**config.mk**
```make
export PLATFORM = sky130hd
export DESIGN_NAME = reaction_game_ctrl
export DESIGN_NICKNAME = d
export VERILOG_FILES = /design/src/rtl/reaction_game_ctrl_pkg.sv /design/src/rtl/reaction_game_ctrl_ms_counter.sv /design/src/rtl/reaction_game_ctrl.sv
export SDC_FILE = /design/constraint.sdc
export NUM_CORES = 1
export LEC_CHECK = 0
export BUFFER_PORTS_ARGS = -buffer_cell sky130_fd_sc_hd__clkbuf_2
export CAP_MARGIN = 25
export CORE_MARGIN = 3
export CORE_UTILIZATION = 57
export CTS_CLUSTER_SIZE = 24
export DETAILED_ROUTE_END_ITERATION = 7
export HOLD_SLACK_MARGIN = 0.12
export PLACE_DENSITY = 0.84
export SLEW_MARGIN = 25
export SYNTH_ARGS = -nofsm -noshare
export SYNTH_HDL_FRONTEND = slang
export SYNTH_SLANG_ARGS = --single-unit
export TNS_END_PERCENT = 10
```
**constraint.sdc**
```tcl
create_clock -name clk -period 6.36 [get_ports clk]
set_input_delay 1.272 -clock clk [delete_from_list [all_inputs] [get_ports clk]]
set_output_delay 1.272 -clock clk [all_outputs]
set_load 0.005 [all_outputs]
```
**src/rtl/reaction_game_ctrl_pkg.sv**
```systemverilog
// Shared definitions for the reaction-timer game sequencer: one-hot states
// and the default timing constants.
package reaction_game_ctrl_pkg;

  localparam int CNT_W_DEF        = 14;
  localparam int MIN_DELAY_MS_DEF = 200;
  localparam int MAX_MS_DEF       = 9999;
  localparam int HOLDOFF_TK_DEF   = 2;

  typedef enum logic [5:0] {
    ST_IDLE   = 6'b000001,
    ST_ARM    = 6'b000010,
    ST_LIGHTS = 6'b000100,
    ST_DELAY  = 6'b001000,
    ST_REACT  = 6'b010000,
    ST_SHOW   = 6'b100000
  } state_t;

endpackage

```
**src/rtl/reaction_game_ctrl_ms_counter.sv**
```systemverilog
// Loadable up/down millisecond counter. Counts only on tick; saturates at
// zero when counting down and at LIMIT when counting up.
module reaction_game_ctrl_ms_counter #(
  parameter int CNT_W = 14,
  parameter int LIMIT = 9999
) (
  input  logic             clk,
  input  logic             rst_n,
  input  logic             clr,
  input  logic             load,
  input  logic [CNT_W-1:0] load_val,
  input  logic             tick,
  input  logic             up,
  output logic [CNT_W-1:0] cnt,
  output logic             zero,
  output logic             at_limit
);

  localparam logic [CNT_W-1:0] LIM = CNT_W'(LIMIT);

  logic [CNT_W-1:0] cnt_r;

  // Counter register: clear beats load beats tick.
  always_ff @(posedge clk or negedge rst_n) begin
    if (!rst_n) begin
      cnt_r <= '0;
    end else if (clr) begin
      cnt_r <= '0;
    end else if (load) begin
      cnt_r <= load_val;
    end else if (tick) begin
      if (up) begin
        if (cnt_r < LIM) cnt_r <= cnt_r + CNT_W'(1);
        else             cnt_r <= cnt_r;
      end else begin
        if (cnt_r != '0) cnt_r <= cnt_r - CNT_W'(1);
        else             cnt_r <= cnt_r;
      end
    end else begin
      cnt_r <= cnt_r;
    end
  end

  assign cnt      = cnt_r;
  assign zero     = (cnt_r == '0);
  assign at_limit = (cnt_r == LIM);

endmodule

```
**src/rtl/reaction_game_ctrl.sv**
```systemverilog
// Reaction-timer game sequencer: starts the lights, runs the random delay,
// measures the reaction, flags jump starts and keeps the best time.
module reaction_game_ctrl
  import reaction_game_ctrl_pkg::*;
#(
  parameter int CNT_W        = CNT_W_DEF,
  parameter int MIN_DELAY_MS = MIN_DELAY_MS_DEF,
  parameter int MAX_MS       = MAX_MS_DEF,
  parameter int HOLDOFF_TK   = HOLDOFF_TK_DEF
) (
  input  logic             clk,
  input  logic             rst_n,
  input  logic             tick_ms,
  input  logic             lights_tk,
  input  logic             start_req,
  input  logic             react_req,
  input  logic             start_delay,
  input  logic [CNT_W-1:0] lfsr_val,
  input  logic             en_lfsr_in,
  output logic             trigger,
  output logic             timeout,
  output logic [CNT_W-1:0] time_ms,
  output logic [CNT_W-1:0] best_ms,
  output logic             result_valid,
  output logic             false_start,
  output logic             busy
);

  localparam int HO_W = $clog2(HOLDOFF_TK + 1);
  localparam logic [CNT_W-1:0] MIN_V   = CNT_W'(MIN_DELAY_MS);
  localparam logic [HO_W-1:0]  HO_LAST = HO_W'(HOLDOFF_TK - 1);

  state_t           state_r;
  logic             sd_prev_r;
  logic [HO_W-1:0]  holdoff_r;
  logic             trigger_r, timeout_r, result_valid_r, false_start_r, busy_r;
  logic [CNT_W-1:0] time_ms_r, best_ms_r;

  logic             sd_rise_s, expire_s;
  logic             cnt_clr_s, cnt_load_s, cnt_tick_s, cnt_up_s;
  logic [CNT_W-1:0] load_val_s, cnt_s;
  logic             cnt_zero_s, cnt_at_limit_s;
  logic             unused_s;

  assign unused_s = en_lfsr_in;

  reaction_game_ctrl_ms_counter #(.CNT_W(CNT_W), .LIMIT(MAX_MS)) u_cnt (
    .clk      (clk),
    .rst_n    (rst_n),
    .clr      (cnt_clr_s),
    .load     (cnt_load_s),
    .load_val (load_val_s),
    .tick     (cnt_tick_s),
    .up       (cnt_up_s),
    .cnt      (cnt_s),
    .zero     (cnt_zero_s),
    .at_limit (cnt_at_limit_s)
  );

  // Counter steering: the delay expires on the tick that exhausts it.
  always_comb begin
    sd_rise_s  = start_delay & ~sd_prev_r;
    expire_s   = tick_ms & (cnt_zero_s | (cnt_s == CNT_W'(1)));
    load_val_s = (lfsr_val < MIN_V) ? MIN_V : lfsr_val;
    cnt_clr_s  = 1'b0;
    cnt_load_s = 1'b0;
    cnt_tick_s = 1'b0;
    cnt_up_s   = 1'b0;
    case (state_r)
      ST_ARM, ST_LIGHTS: begin
        if (!react_req && sd_rise_s) cnt_load_s = 1'b1;
        else                         cnt_load_s = 1'b0;
      end
      ST_DELAY: begin
        if (react_req)     cnt_tick_s = 1'b0;
        else if (expire_s) cnt_clr_s  = 1'b1;
        else               cnt_tick_s = tick_ms;
      end
      ST_REACT: begin
        cnt_up_s = 1'b1;
        if (react_req || cnt_at_limit_s) cnt_tick_s = 1'b0;
        else                             cnt_tick_s = tick_ms;
      end
      default: cnt_clr_s = 1'b1;
    endcase
  end

  // Main sequencer with registered outputs.
  always_ff @(posedge clk or negedge rst_n) begin
    if (!rst_n) begin
      state_r        <= ST_IDLE;
      sd_prev_r      <= 1'b0;
      holdoff_r      <= '0;
      trigger_r      <= 1'b0;
      timeout_r      <= 1'b0;
      time_ms_r      <= '0;
      best_ms_r      <= '1;
      result_valid_r <= 1'b0;
      false_start_r  <= 1'b0;
      busy_r         <= 1'b0;
    end else begin
      sd_prev_r <= start_delay;
      case (state_r)
        ST_IDLE: begin
          if (start_req) begin
            state_r        <= ST_ARM;
            trigger_r      <= 1'b1;
            result_valid_r <= 1'b0;
            false_start_r  <= 1'b0;
            busy_r         <= 1'b1;
          end else begin
            state_r <= ST_IDLE;
          end
        end
        ST_ARM, ST_LIGHTS: begin
          if (react_req) begin
            state_r        <= ST_SHOW;
            trigger_r      <= 1'b0;
            timeout_r      <= 1'b1;
            false_start_r  <= 1'b1;
            result_valid_r <= 1'b0;
            busy_r         <= 1'b0;
            holdoff_r      <= '0;
          end else if (sd_rise_s) begin
            state_r   <= ST_DELAY;
            trigger_r <= 1'b0;
          end else if (lights_tk) begin
            state_r <= ST_LIGHTS;
          end else begin
            state_r <= state_r;
          end
        end
        ST_DELAY: begin
          if (react_req) begin
            state_r        <= ST_SHOW;
            timeout_r      <= 1'b1;
            false_start_r  <= 1'b1;
            result_valid_r <= 1'b0;
            busy_r         <= 1'b0;
            holdoff_r      <= '0;
          end else if (expire_s) begin
            state_r   <= ST_REACT;
            timeout_r <= 1'b1;
          end else begin
            state_r <= ST_DELAY;
          end
        end
        ST_REACT: begin
          if (react_req || cnt_at_limit_s) begin
            state_r        <= ST_SHOW;
            time_ms_r      <= cnt_s;
            result_valid_r <= 1'b1;
            busy_r         <= 1'b0;
            holdoff_r      <= '0;
            // A timed-out round never counts towards the best time.
            if (react_req && (cnt_s < best_ms_r)) best_ms_r <= cnt_s;
            else                                  best_ms_r <= best_ms_r;
          end else begin
            state_r <= ST_REACT;
          end
        end
        ST_SHOW: begin
          if (timeout_r) begin
            if (lights_tk && (holdoff_r == HO_LAST)) begin
              timeout_r <= 1'b0;
              holdoff_r <= '0;
            end else if (lights_tk) begin
              holdoff_r <= holdoff_r + HO_W'(1);
            end else begin
              holdoff_r <= holdoff_r;
            end
          end else if (start_req) begin
            state_r        <= ST_ARM;
            trigger_r      <= 1'b1;
            result_valid_r <= 1'b0;
            false_start_r  <= 1'b0;
            busy_r         <= 1'b1;
          end else begin
            state_r <= ST_SHOW;
          end
        end
        default: begin
          state_r   <= ST_IDLE;
          trigger_r <= 1'b0;
          timeout_r <= 1'b0;
          busy_r    <= 1'b0;
          holdoff_r <= '0;
        end
      endcase
    end
  end

  assign trigger      = trigger_r;
  assign timeout      = timeout_r;
  assign time_ms      = time_ms_r;
  assign best_ms      = best_ms_r;
  assign result_valid = result_valid_r;
  assign false_start  = false_start_r;
  assign busy         = busy_r;

endmodule

```
Word-level counts from Yosys, hierarchy flattened
Index checks and enable logic that the tools add are counted.
{ "word_totals": {"register_bits": 56, "inputBits": 22} }
{ "classes": {"n_addsub": 3, "eq_ne": 19, "reduce_logical": 26, "bitwise_logic": 7, "n_lt_le_gt_ge": 3, "muxes": 56} }
{ "ops": {"columns": ["operator", "count"], "rows": [
  ["2-to-1 mux 14 bit", 7],
  ["2-to-1 mux 6 bit", 7],
  ["one-hot mux 6 bit (5 select lines)", 1],
  ["2-to-1 mux 1 bit", 26],
  ["AND reduction 3 bit", 6],
  ["one-hot mux 1 bit (4 select lines)", 4],
  ["adder 14 x 1 -> 14 bit (second input constant)", 1],
  ["== test 14 x 1 -> 1 bit (second input constant)", 1],
  ["== test 14 bit (second input constant)", 1],
  ["logical NOT 14 bit", 1],
  ["< comparator 14 bit", 1],
  ["< comparator 14 bit (second input constant)", 1],
  ["< comparator 14 x 8 -> 1 bit (second input constant)", 1],
  ["nonzero test 14 bit", 1],
  ["subtractor 14 x 1 -> 14 bit (second input constant)", 1],
  ["2-to-1 mux 2 bit", 6],
  ["inequality test 3 bit (second input constant)", 3],
  ["inequality test 2 bit (second input constant)", 4],
  ["one-hot mux 2 bit (4 select lines)", 1],
  ["nonzero test 4 bit", 2],
  ["== test 6 x 1 -> 1 bit (second input constant)", 1],
  ["== test 6 x 2 -> 1 bit (second input constant)", 1],
  ["== test 6 x 3 -> 1 bit (second input constant)", 1],
  ["== test 6 x 4 -> 1 bit (second input constant)", 1],
  ["22 further kinds", 34]
]} }

Longest topological paths before layout
Gate-level depths: netlist of the first run.
{ "depth": {"word_depth": 9, "ltp_mapped": 9, "mapped_depth_nobuf": 8} }

Cells and area by module
Synthesis of the first run repeated with hierarchy kept, for this count alone.
{ "unflattened": {"hier_cells": 385, "hier_area_um2": 3762.4} }
{ "modules_own_cells": {"columns": ["module", "seq_area_each_um2", "area_per_inst_um2", "cells_per_inst", "instances"], "rows": [
  ["reaction_game_ctrl", 1069.8, 2407.3, 226, 1],
  ["reaction_game_ctrl_ms_counter", 350.3, 1355.0, 159, 1]
]} }

Least setup slack after synthesis of the first run
OpenSTA, ideal clock, no wires.
{ "synth_timing": {"path_type": "in2reg", "startpoint": "in start_delay", "endpoint": "reg u_cnt.cnt_r[3] (netlist: u_cnt.cnt[3])", "path_slack_ns": 3.600, "arrival_ns": 2.656, "path_buffers": 1, "path_stages": 4, "setup_time_ns": 0.104, "cell_sequence": "nor2b_1 -> nand4_2 -> dlygate4sd3_1 -> a221oi_1"} }
{ "synth_via": {"elab_chain_cells": 6} }
{ "synth_rtl": {"columns": ["item", "line_no", "text"], "rows": [
  ["start, declared", "reaction_game_ctrl.sv:17", "input logic start_delay,"],
  ["AND 1 bit (*)", "reaction_game_ctrl.sv:62", "sd_rise_s = start_delay & ~sd_prev_r;"],
  ["logical AND 1 bit (*)", "reaction_game_ctrl.sv:71", "if (!react_req && sd_rise_s) cnt_load_s = 1'b1;"],
  ["2-to-1 mux 1 bit (*)", "reaction_game_ctrl.sv:71", null],
  ["2-to-1 mux 1 bit (*)", "reaction_game_ctrl.sv:69", "case (state_r)"],
  ["inequality test 4 x 3 -> 1 bit (no source line), or another cell as far along", null, null],
  ["AND reduction 3 bit (no source line) or 2-to-1 mux 14 bit (tied branches)", null, null],
  ["end signal, assigned", "reaction_game_ctrl_ms_counter.sv:36", "if (cnt_r != '0) cnt_r <= cnt_r - CNT_W'(1);"],
  ["end signal, assigned", "reaction_game_ctrl_ms_counter.sv:37", "else cnt_r <= cnt_r;"],
  ["end signal, assigned", "reaction_game_ctrl_ms_counter.sv:40", "cnt_r <= cnt_r;"],
  ["end, declared", "reaction_game_ctrl_ms_counter.sv:21", "logic [CNT_W-1:0] cnt_r;"]
]} }
Every way passes the cells marked *; elsewhere a longest branch is shown, timed or not.
A chain may end at the register's enable or synchronous reset.

Worst setup path in the final report of the first run
{ "layout_timing": {"startpoint": "reg u_cnt.cnt_r[7] (netlist: u_cnt.cnt[7])", "endpoint": "reg u_cnt.cnt_r[2] (netlist: u_cnt.cnt[2])"} }
{ "layout_via": {"elab_chain_cells": 8} }
{ "layout_rtl": {"columns": ["item", "line_no", "text"], "rows": [
  ["start signal, assigned", "reaction_game_ctrl_ms_counter.sv:30", "cnt_r <= load_val;"],
  ["start signal, assigned", "reaction_game_ctrl_ms_counter.sv:33", "if (cnt_r < LIM) cnt_r <= cnt_r + CNT_W'(1);"],
  ["start signal, assigned", "reaction_game_ctrl_ms_counter.sv:34", "else cnt_r <= cnt_r;"],
  ["== test 14 x 1 -> 1 bit or logical NOT 14 bit (tied branches)", "reaction_game_ctrl.sv:63, reaction_game_ctrl_ms_counter.sv:45", null],
  ["OR 1 bit", "reaction_game_ctrl.sv:63", "expire_s = tick_ms & (cnt_zero_s | (cnt_s == CNT_W'(1)));"],
  ["AND 1 bit", "reaction_game_ctrl.sv:63", null],
  ["2-to-1 mux 1 bit", "reaction_game_ctrl.sv:76", "else if (expire_s) cnt_clr_s = 1'b1;"],
  ["2-to-1 mux 1 bit", "reaction_game_ctrl.sv:75", "if (react_req) cnt_tick_s = 1'b0;"],
  ["one-hot mux 1 bit (2 select lines)", "reaction_game_ctrl.sv:69", null],
  ["inequality test 4 x 3 -> 1 bit (no source line), or another cell as far along", null, null],
  ["AND reduction 3 bit (no source line)", null, null]
]} }
Several ways; a longest one is shown, not always the timed one.

==> summary.md, run 1 <==
| Metric | Value |
|---|---|
| Run status | complete, no violations |
| WL final | slightly above 8000 µm |
| Die Y | 84.16 µm |
| CP Class | register to register |
| Clock Latency Late Sink | between 0.3 and 0.4 ns |
| Pwr dens | 207.9 nW/µm² |
| Worst EP required | between 6 and 7 ns |
| Detail Placement HPWL | between 5000 and 6000 µm |
| Total CTS buffers | 5 |
| WP buf/inv | 0 |
| CTS tree | done |
| Core area | between 5000 and 6000 µm² |
| Slew margin rel. | 0.3463 |
| Post-Route Skew | ~0.012 ns |
| Yosys warning count | 0 |
| Max layer used | met4 |
| Hold Crit Class | register to register |
| DR WL/cell | 17.61 µm |
| Row cnt | 27 |
| Global-route wire length before repair | between 10000 and 15000 µm |
| Most frequent cells in the layout | clkbuf_2 (53), dfrtp_1 (41), nor2_1 (34), mux2_2 (27) |
| Worst R2R End | u_cnt.cnt[2] |
| Cells on Worst Hold Path | 2 |
| Final hold vios | 0 |
| Sequential fraction of the synthesis area | 0.4078 |
| Syn nets | 386 |
| Hold Path End | false_start |
| Slew @ Worst Pin | about 0.98 ns |
| Vias in the first global route | around 3000 |
| Initial antenna violation count | 0 |
| Setup Fix Bufs, Post-CTS | 0 |
| Syn-to-layout area delta | 11.68% |
| H-Tree Depth | 2 |
| Xor and xnor area share after synthesis | 0.03521 |
| Mux cell area share after synthesis | 0.09881 |
| Compound-cell area share of the yosys netlist | 0.1721 |
| Via count | between 2000 and 3000 |
| Register-to-Register Path Depth | 6 |
| Worst setup startpoint | u_cnt.cnt[7] |
| Placed Instances | between 400 and 500 |
| Largest vdd supply drop | between 0.00015 and 0.0002 V |
| Nets | around 440 |
| Commonest non-fill, non-tap cell in the layout | clkbuf_2 |
| Main combinational cell family by area after synthesis | compound AO/OA/AOI/OAI gates |
| Die area | 7083 µm² |
| Vias per inst | roughly 6.3 |
| Design Power | 808.4 µW |
| Setup TNS | 0 ns |
| Fraction of layout cells with a size suffix above 1 | 0.3241 |
| Cts hold-fix bufs | 0 |
| Number of synthesized flops with an enable pin | 0 |
| Maximum clock path buffer count | 2 |
| Max Slew Vio Count | 0 |
| Routed wl met2 | 4019 µm |
| Top-Level Pins | 55 |
| Met1 WL | between 3000 and 4000 µm |
| Synth Area in Adders | 0.06109 |
| Residual DRC | 0 |
| Ys async rst share | 1.000 |
| Routed Antenna Nets | 0 |
| Post-Syn Area per Cell | 10.03 µm² |
| Post-synthesis cell area | between 3000 and 4000 µm² |
| Critical Path AT | 3.44 ns |
| Fmax | approximately 300 MHz |
| Port Buf Inserts | between 50 and 60 |
| Gr usage total | 0.2409 |
| Minimum clock period | around 3.2 ns |
| Max-cap viol count | 0 |
| Initial DRC Count | ~190 |
| HP Start | false_start |
| DR pass1 iterations | 5 |
| GRT Residual Overflow | 0 |
| Final setup violating endpoints | 0 |
| Routability congestion estimate | 0.9361 |
| FF+latch count, synth | 56 |
| Post-cts resize count | 0 |
| Pin count of the biggest net entering global routing | between 50 and 60 |
| Critical path cell sequence | or4_4 > or3b_1 > a311oi_2 > o21ai_2 > a21o_1 > a221o_1 |
| Crit path largest cell delay | between 0.8 and 0.9 ns |
| R2r startpoint | u_cnt.cnt[7] |
| Clock sink count | 56 |
| Final Cycle Share | 0.5106 |
| CP max stage cell | a311oi_2 |
| Ant diodes | 0 |
| Final cell count without fillers | 470 |
| Prevailing post-synth register cell | dfrtp_1 |
| Unrepaired setup endpoints after global routing | false |
| Static Leak | 0.001840 µW |
| Simple-Gate Fraction of Synth Area | 0.1710 |
| Clk root buf | clkbuf_8 |
| Crit path capture type | register |
| Hold WS | approximately 0.48 ns |
| Cell count after synthesis | between 300 and 400 |
| Startpoint types | register |
| Starting Density | 0.6099 |
| Critical path's top delay family | compound AO/OA/AOI/OAI gates |
| Yosys cell types | 66 |
| Met3 WL | about 570 µm |
| CTS clk-pin slew, worst paths | around 0.1 ns |
| R2R Setup Slk | approximately 3.1 ns |
| Die X | 84.16 µm |
| Max FO, Critical Path | 11 |
Yosys cell counts (3+ instances only):
cell      count  area (µm²)
a211oi_1     10       75.07
a21o_1        3       22.52
a21oi_1      11       55.05
a31oi_1       4       25.02
buf_2         3       15.01
buf_6         3       33.78
clkbuf_1      5       18.77
dfrtp_1      41        1026
dfstp_2      15       394.1
ha_1         17       212.7
inv_1        21       78.83
mux2_2       27       304.0
mux2i_1       4       40.04
nand2_1      21       78.83
nand3_1       7       35.03
nand4_1       9       56.30
nor2_1       34       127.6
nor3_1       13       65.06
nor4_1        7       43.79
o211ai_1      3       22.52
o21ai_0      13       65.06
o221ai_2      5       75.07
o31ai_1       3       22.52
or2_2         4       25.02
xnor2_1       4       35.03
xor2_1       10       87.58
power breakdown:
group          total, µW  internal, µW  switching, µW
Combinational        150          56.3           94.1
Sequential           409           380           28.9
Clock                249           129            120
Total                808           565            243
layer usage:
layer | global-route usage | vias up
li1 | - | 1383
met1 | 0.3173 | 1425
met2 | 0.3931 | 128
met3 | 0.04514 | 25
met4 | 0.09649 | 0
met5 | 0 | -
stage by stage:
step | area [µm²] | setup WS, ns | util
3_3_place_gp | 3766 | 3.197 | 0.6597
2_1_floorplan | 3482 | 3.600 | -
6_report | 3889 | 3.113 | 0.6811
5_1_grt | 3889 | 3.020 | 0.6811
3_5_place_dp | 3766 | 3.141 | 0.6597
4_1_cts | 3887 | 3.143 | 0.6809
worst register-to-register path, stage by stage (launching register included):
cell      delay, ns
dfrtp_1        0.49
or4_4          0.60
or3b_1         0.38
a311oi_2       0.85
o21ai_2        0.28
a21o_1         0.23
a221o_1        0.29
worst max path at each step:
stage / end / slack (ns) / cells after the start
2_1_floorplan: u_cnt.cnt[3] / 3.60 / 4
3_3_place_gp: u_cnt.cnt[2] / 3.20 / 5
3_5_place_dp: u_cnt.cnt[2] / 3.14 / 5
4_1_cts: u_cnt.cnt[2] / 3.14 / 6
5_1_grt: u_cnt.cnt[2] / 3.02 / 6
6_report: u_cnt.cnt[2] / 3.11 / 6
state kept, by name (all words and copies together) (netlist names):
signal        cells
time_ms          14
timeout           1
result_valid      1
best_ms          14
false_start       1
busy              1
sd_prev_r         1
trigger           1
state_r           6
u_cnt.cnt        14
holdoff_r         2
kinds of logic after synthesis:
| logic type | count (synthesis) |
|---|---|
| AOI/OAI and AO/OA | 78 |
| and+or+nand+nor | 115 |
| DFF | 56 |
| adders and majority gates | 17 |
| muxes | 31 |
| buffers and inverters | 36 |
| xor gates and xnor gates | 14 |
cell type report:
| cell class | count | area [µm²] |
|---|---|---|
| Clock inverter | 2 | 38.79 |
| Tap cell | 72 | 90.09 |
| Inverter | 21 | 78.83 |
| Timing Repair Buffer | 58 | 302.8 |
| Fill cell | 442 | 1821 |
| Sequential cell | 56 | 1420 |
| Multi-Input combinational cell | 255 | 1876 |
| Clock buffer | 6 | 82.58 |
Note: power is estimated with default switching activity, not from simulation.
==> inputs of run 2 (changes only) <==
--- a/config.mk
+++ b/config.mk
@@ -5,6 +5,7 @@
 export SDC_FILE = /design/constraint.sdc
 export NUM_CORES = 1
 export LEC_CHECK = 0
+export ABC_AREA = 1
 export BUFFER_PORTS_ARGS = -buffer_cell sky130_fd_sc_hd__clkbuf_2
 export CAP_MARGIN = 25
 export CORE_MARGIN = 3
@@ -12,7 +13,7 @@
 export CTS_CLUSTER_SIZE = 24
 export DETAILED_ROUTE_END_ITERATION = 7
 export HOLD_SLACK_MARGIN = 0.12
-export PLACE_DENSITY = 0.84
+export PLACE_DENSITY = 0.83
 export SLEW_MARGIN = 25
 export SYNTH_ARGS = -nofsm -noshare
 export SYNTH_HDL_FRONTEND = slang
==> constraint.sdc (replaced) <==
create_clock -name clk -period 3.2 [get_ports clk]
set_input_delay 0.64 -clock clk [delete_from_list [all_inputs] [get_ports clk]]
set_output_delay 0.64 -clock clk [all_outputs]
set_load 0.005 [all_outputs]
==> run 2 against run 1 <==
Against the previous run: the run now ends with DRC left; area after synthesis is 13% higher; via count rose by 30%; routed wire length rose by 22%; count of clock-buffer cells in the layout rose by 1; non-clock buffer count decreased by 3; register-to-register slack worse by 2.4 ns; first-iteration DRC count is 150% higher; sequential cell count unchanged; clock skew rose by 0.0034 ns; final area up 10%; sequential share of layout area decreased by 3.4 points; setup slack lost 2.4 ns; critical endpoint unchanged; largest cell class unchanged; highest routed layer unchanged.
==> summary.md, run 2 <==
| Metric | Value |
|---|---|
| Port Buf Inserts | 53 (unchanged) |
| Max Slew Vio Count | 0 (unchanged) |
| Detail Placement HPWL | 7430 µm (+25%) |
| Die Y | 89.22 µm (+6.0%) |
| Ys async rst share | 1.000 (unchanged) |
| Largest vdd supply drop | 0.0004154 V (+140%) |
| CTS clk-pin slew, worst paths | 0.09 ns (about the same) |
| Setup Fix Bufs, Post-CTS | 0 (unchanged) |
| Slew @ Worst Pin | 0.7123 ns (-0.2682 ns) |
| Vias per inst | 5.640 (-10%) |
| Via count | 3841 (+30%) |
| Final Cycle Share | 0.7734 (+0.2628) |
| Critical Path AT | 2.67 ns (-0.77 ns) |
| Pin count of the biggest net entering global routing | 57 (unchanged) |
| Post-synthesis cell area | 3948 µm² (+13%) |
| Placed Instances | 673 (+46%) |
| Global-route wire length before repair | 16410 µm (+18%) |
| Minimum clock period | 2.475 ns (-0.7724 ns) |
| CTS tree | done |
| Worst setup startpoint | u_cnt.cnt[0] |
| GRT Residual Overflow | 0 (unchanged) |
| Fmax | 404.0 MHz (+31%) |
| CP Class | register to register |
| Sequential fraction of the synthesis area | 0.3597 (-0.04809) |
| Crit path capture type | register |
| Total CTS buffers | 5 (unchanged) |
| Slew margin rel. | 0.5201 (+0.1738) |
| R2r startpoint | u_cnt.cnt[0] |
| Switch share | 0.4764 (+0.1755) |
| DR WL/cell | 14.84 µm (-16%) |
| Post-cts resize count | 0 (unchanged) |
| Syn-to-layout area delta | 8.716% |
| Pwr dens | 721.8 nW/µm² (+250%) |
| Synth top cells by count | nand2_1 (190), nor2_1 (61), inv_1 (54) |
| Vias in the first global route | 3554 (+20%) |
| Syn nets | 603 (+56%) |
| Clock network power share | 0.165 (-0.143) |
| # fillers | 578 (+31%) |
| Residual DRC | 14 (+14) |
| Core area | 6531 µm² (+14%) |
| Final hold vios | 0 (unchanged) |
| Maximum clock path buffer count | 2 (unchanged) |
| Hold Crit Class | input port to register |
| Sequential power share | 0.309 (-0.197) |
| Row cnt | 29 (+7.4%) |
| Synth area leader | dfrtp_1 |
| Routed Antenna Nets | 0 (unchanged) |
| Nets | 642 (+47%) |
| Clock Latency Late Sink | 0.32 ns (about the same) |
| Die area | 7960 µm² (+12%) |
| Post-Route Skew | 0.01556 ns (+0.003405 ns) |
| Ant diodes | 0 (unchanged) |
| Hold WS | 0.4528 ns (-0.03174 ns) |
| FF+latch count, synth | 56 (unchanged) |
| Most frequent cells in the layout | nand2_1 (190), nor2_1 (61), inv_1 (54), clkbuf_2 (53), nand3_1 (45) |
| Worst R2R End | u_cnt.cnt[2] |
| Net Sw Power | 1476 µW (+510%) |
| Setup TNS | 0 ns (unchanged) |
| Die X | 89.22 µm (+6.0%) |
| Yosys cell types | 39 (-41%) |
| R2R Setup Slk | 0.72 ns (-2.39 ns) |
| Post-Route Utilization | 0.6571 (-0.02404) |
| Register-to-Register Path Depth | 12 (+6) |
| Yosys warning count | 0 (unchanged) |
| Clk root buf | clkbuf_8 |
| Number of synthesized flops with an enable pin | 0 (unchanged) |
| Final setup violating endpoints | 0 (unchanged) |
| WL final | 10110 µm (+22%) |
| Worst setup path end | u_cnt.cnt[2] |
| Max FO, Critical Path | 14 (+3) |
| Fraction of layout cells with a size suffix above 1 | 0.1871 (-0.1370) |
| Run status | finished, violations left |
| Post-Syn Area per Cell | 6.999 µm² (-30%) |
| Final cell count without fillers | 681 (+45%) |
| Startpoint types | register |
| Prevailing post-synth register cell | dfrtp_1 |
| Clock sink count | 56 (unchanged) |
| Static Leak | 0.002262 µW (+23%) |
| Routability congestion estimate | 0.9512 (+1.6%) |
| Top-count cell post-synth | nand2_1 |
| DR pass1 iterations | 8 (+3) |
| Initial antenna violation count | 0 (unchanged) |
| Top-Level Pins | 55 (unchanged) |
| Internal power | 1622 µW (+190%) |
| Cell count after synthesis | 564 (+63%) |
| Worst EP required | 3.39 ns (-3.16 ns) |
| Logic gate share of total power | 0.526 (+0.340) |
| Synth top area cells | dfrtp_1 (26%), nand2_1 (18%), dfstp_2 (10%), nor2_1 (5.8%), nand3_1 (5.7%) |
| Cts hold-fix bufs | 0 (unchanged) |
| Failing checks | DRC |
| Initial DRC Count | 478 (+150%) |
| Max-cap viol count | 0 (unchanged) |
| Commonest non-fill, non-tap cell in the layout | nand2_1 |
| Starting Density | 0.6044 (-0.005500) |
| Gr usage total | 0.2617 (+0.02083) |
| H-Tree Depth | 2 (unchanged) |
| Post-synth top area share | 0.2599 (-0.03474) |
| Unrepaired setup endpoints after global routing | false |
## run 2: changes by cell type after synthesis, sizes merged, moves of 6 or more
cell and delta:
a211oi -10, a21oi +6, buf +14, inv +35, mux2 -26, nand2 +177
nand3 +51, nor2 +34, nor3 -9, nor4 -6, o21ai +27, o221ai -7
xor2 -7
## run 2: area by class of cell
class                           instances  area [µm²]  share of cell area
Inverter                               57       215.2             0.05015
Multi-Input combinational cell        428        2153              0.5017
Clock inverter                          1       30.03            0.006997
Clock buffer                            7       96.34             0.02245
Sequential cell                        56        1420              0.3309
Timing Repair Buffer                   55       280.3             0.06531
Tap cell                               77       96.34             0.02245
## run 2: through the flow
stage / setup slack, ns / total power, µW / instance area [µm²]
floorplan: 1.374 / 2207 / 3948
global placement: 0.8816 / 2498 / 4165
detailed placement: 0.8386 / 2546 / 4165
CTS: 0.8066 / 3067 / 4292
global route: 0.5519 / 3344 / 4292
finish: 0.7250 / 3098 / 4292
## run 2: critical path: stages, from the launching register on
cell and delay (ns):
dfrtp_1 0.69, inv_2 0.21, ha_1 0.25, nor2_1 0.09, nor2_1 0.07, nand2_2 0.09
nor2_2 0.04, nand2_2 0.09, nand2_4 0.11, nor2_4 0.40, nand2_4 0.15, nand2_1 0.10
o21ai_0 0.07
## run 2: how the worst min path moves through the flow
stage | from | cells past startpoint | to | slack [ns]
5_1_grt | start_delay | 1 | sd_prev_r | 0.44
3_3_place_gp | false_start | 2 | false_start | 0.46
2_1_floorplan | rst_n | 0 | busy | 0.34
4_1_cts | start_delay | 1 | sd_prev_r | 0.45
3_5_place_dp | best_ms[8] | 2 | best_ms[8] | 0.47
6_report | start_delay | 1 | sd_prev_r | 0.45
## run 2: cells by family after synthesis
family,count (synthesis),synth area share
AO/OA/AOI/OAI,64,0.08590
AND/OR/NAND/NOR,342,0.3940
flip-flops,56,0.3597
buffers and inverters,80,0.09476
multiplexers,1,0.002852
adder cells (fa/ha/maj),17,0.05388
XOR/XNOR,4,0.008876
## run 2: layer usage
| layer | track usage | wire length (µm) | vias to the layer above |
|---|---|---|---|
| met2 | 0.4481 | 4933 | 203 |
| met5 | 0 | 0 | - |
| li1 | - | - | 1873 |
| met3 | 0.03594 | 746 | 33 |
| met4 | 0.09066 | 270 | 0 |
| met1 | 0.3393 | 4155 | 1732 |
## run 2: power groups by stage
stage / logic (µW) / registers, µW / clock network, µW
after global routing: 1830 / 968 / 547
after global placement: 1540 / 959 / 0
after CTS: 1600 / 948 / 518
after detailed placement: 1580 / 962 / 0
final: 1630 / 957 / 511
after floorplan: 1340 / 866 / 0
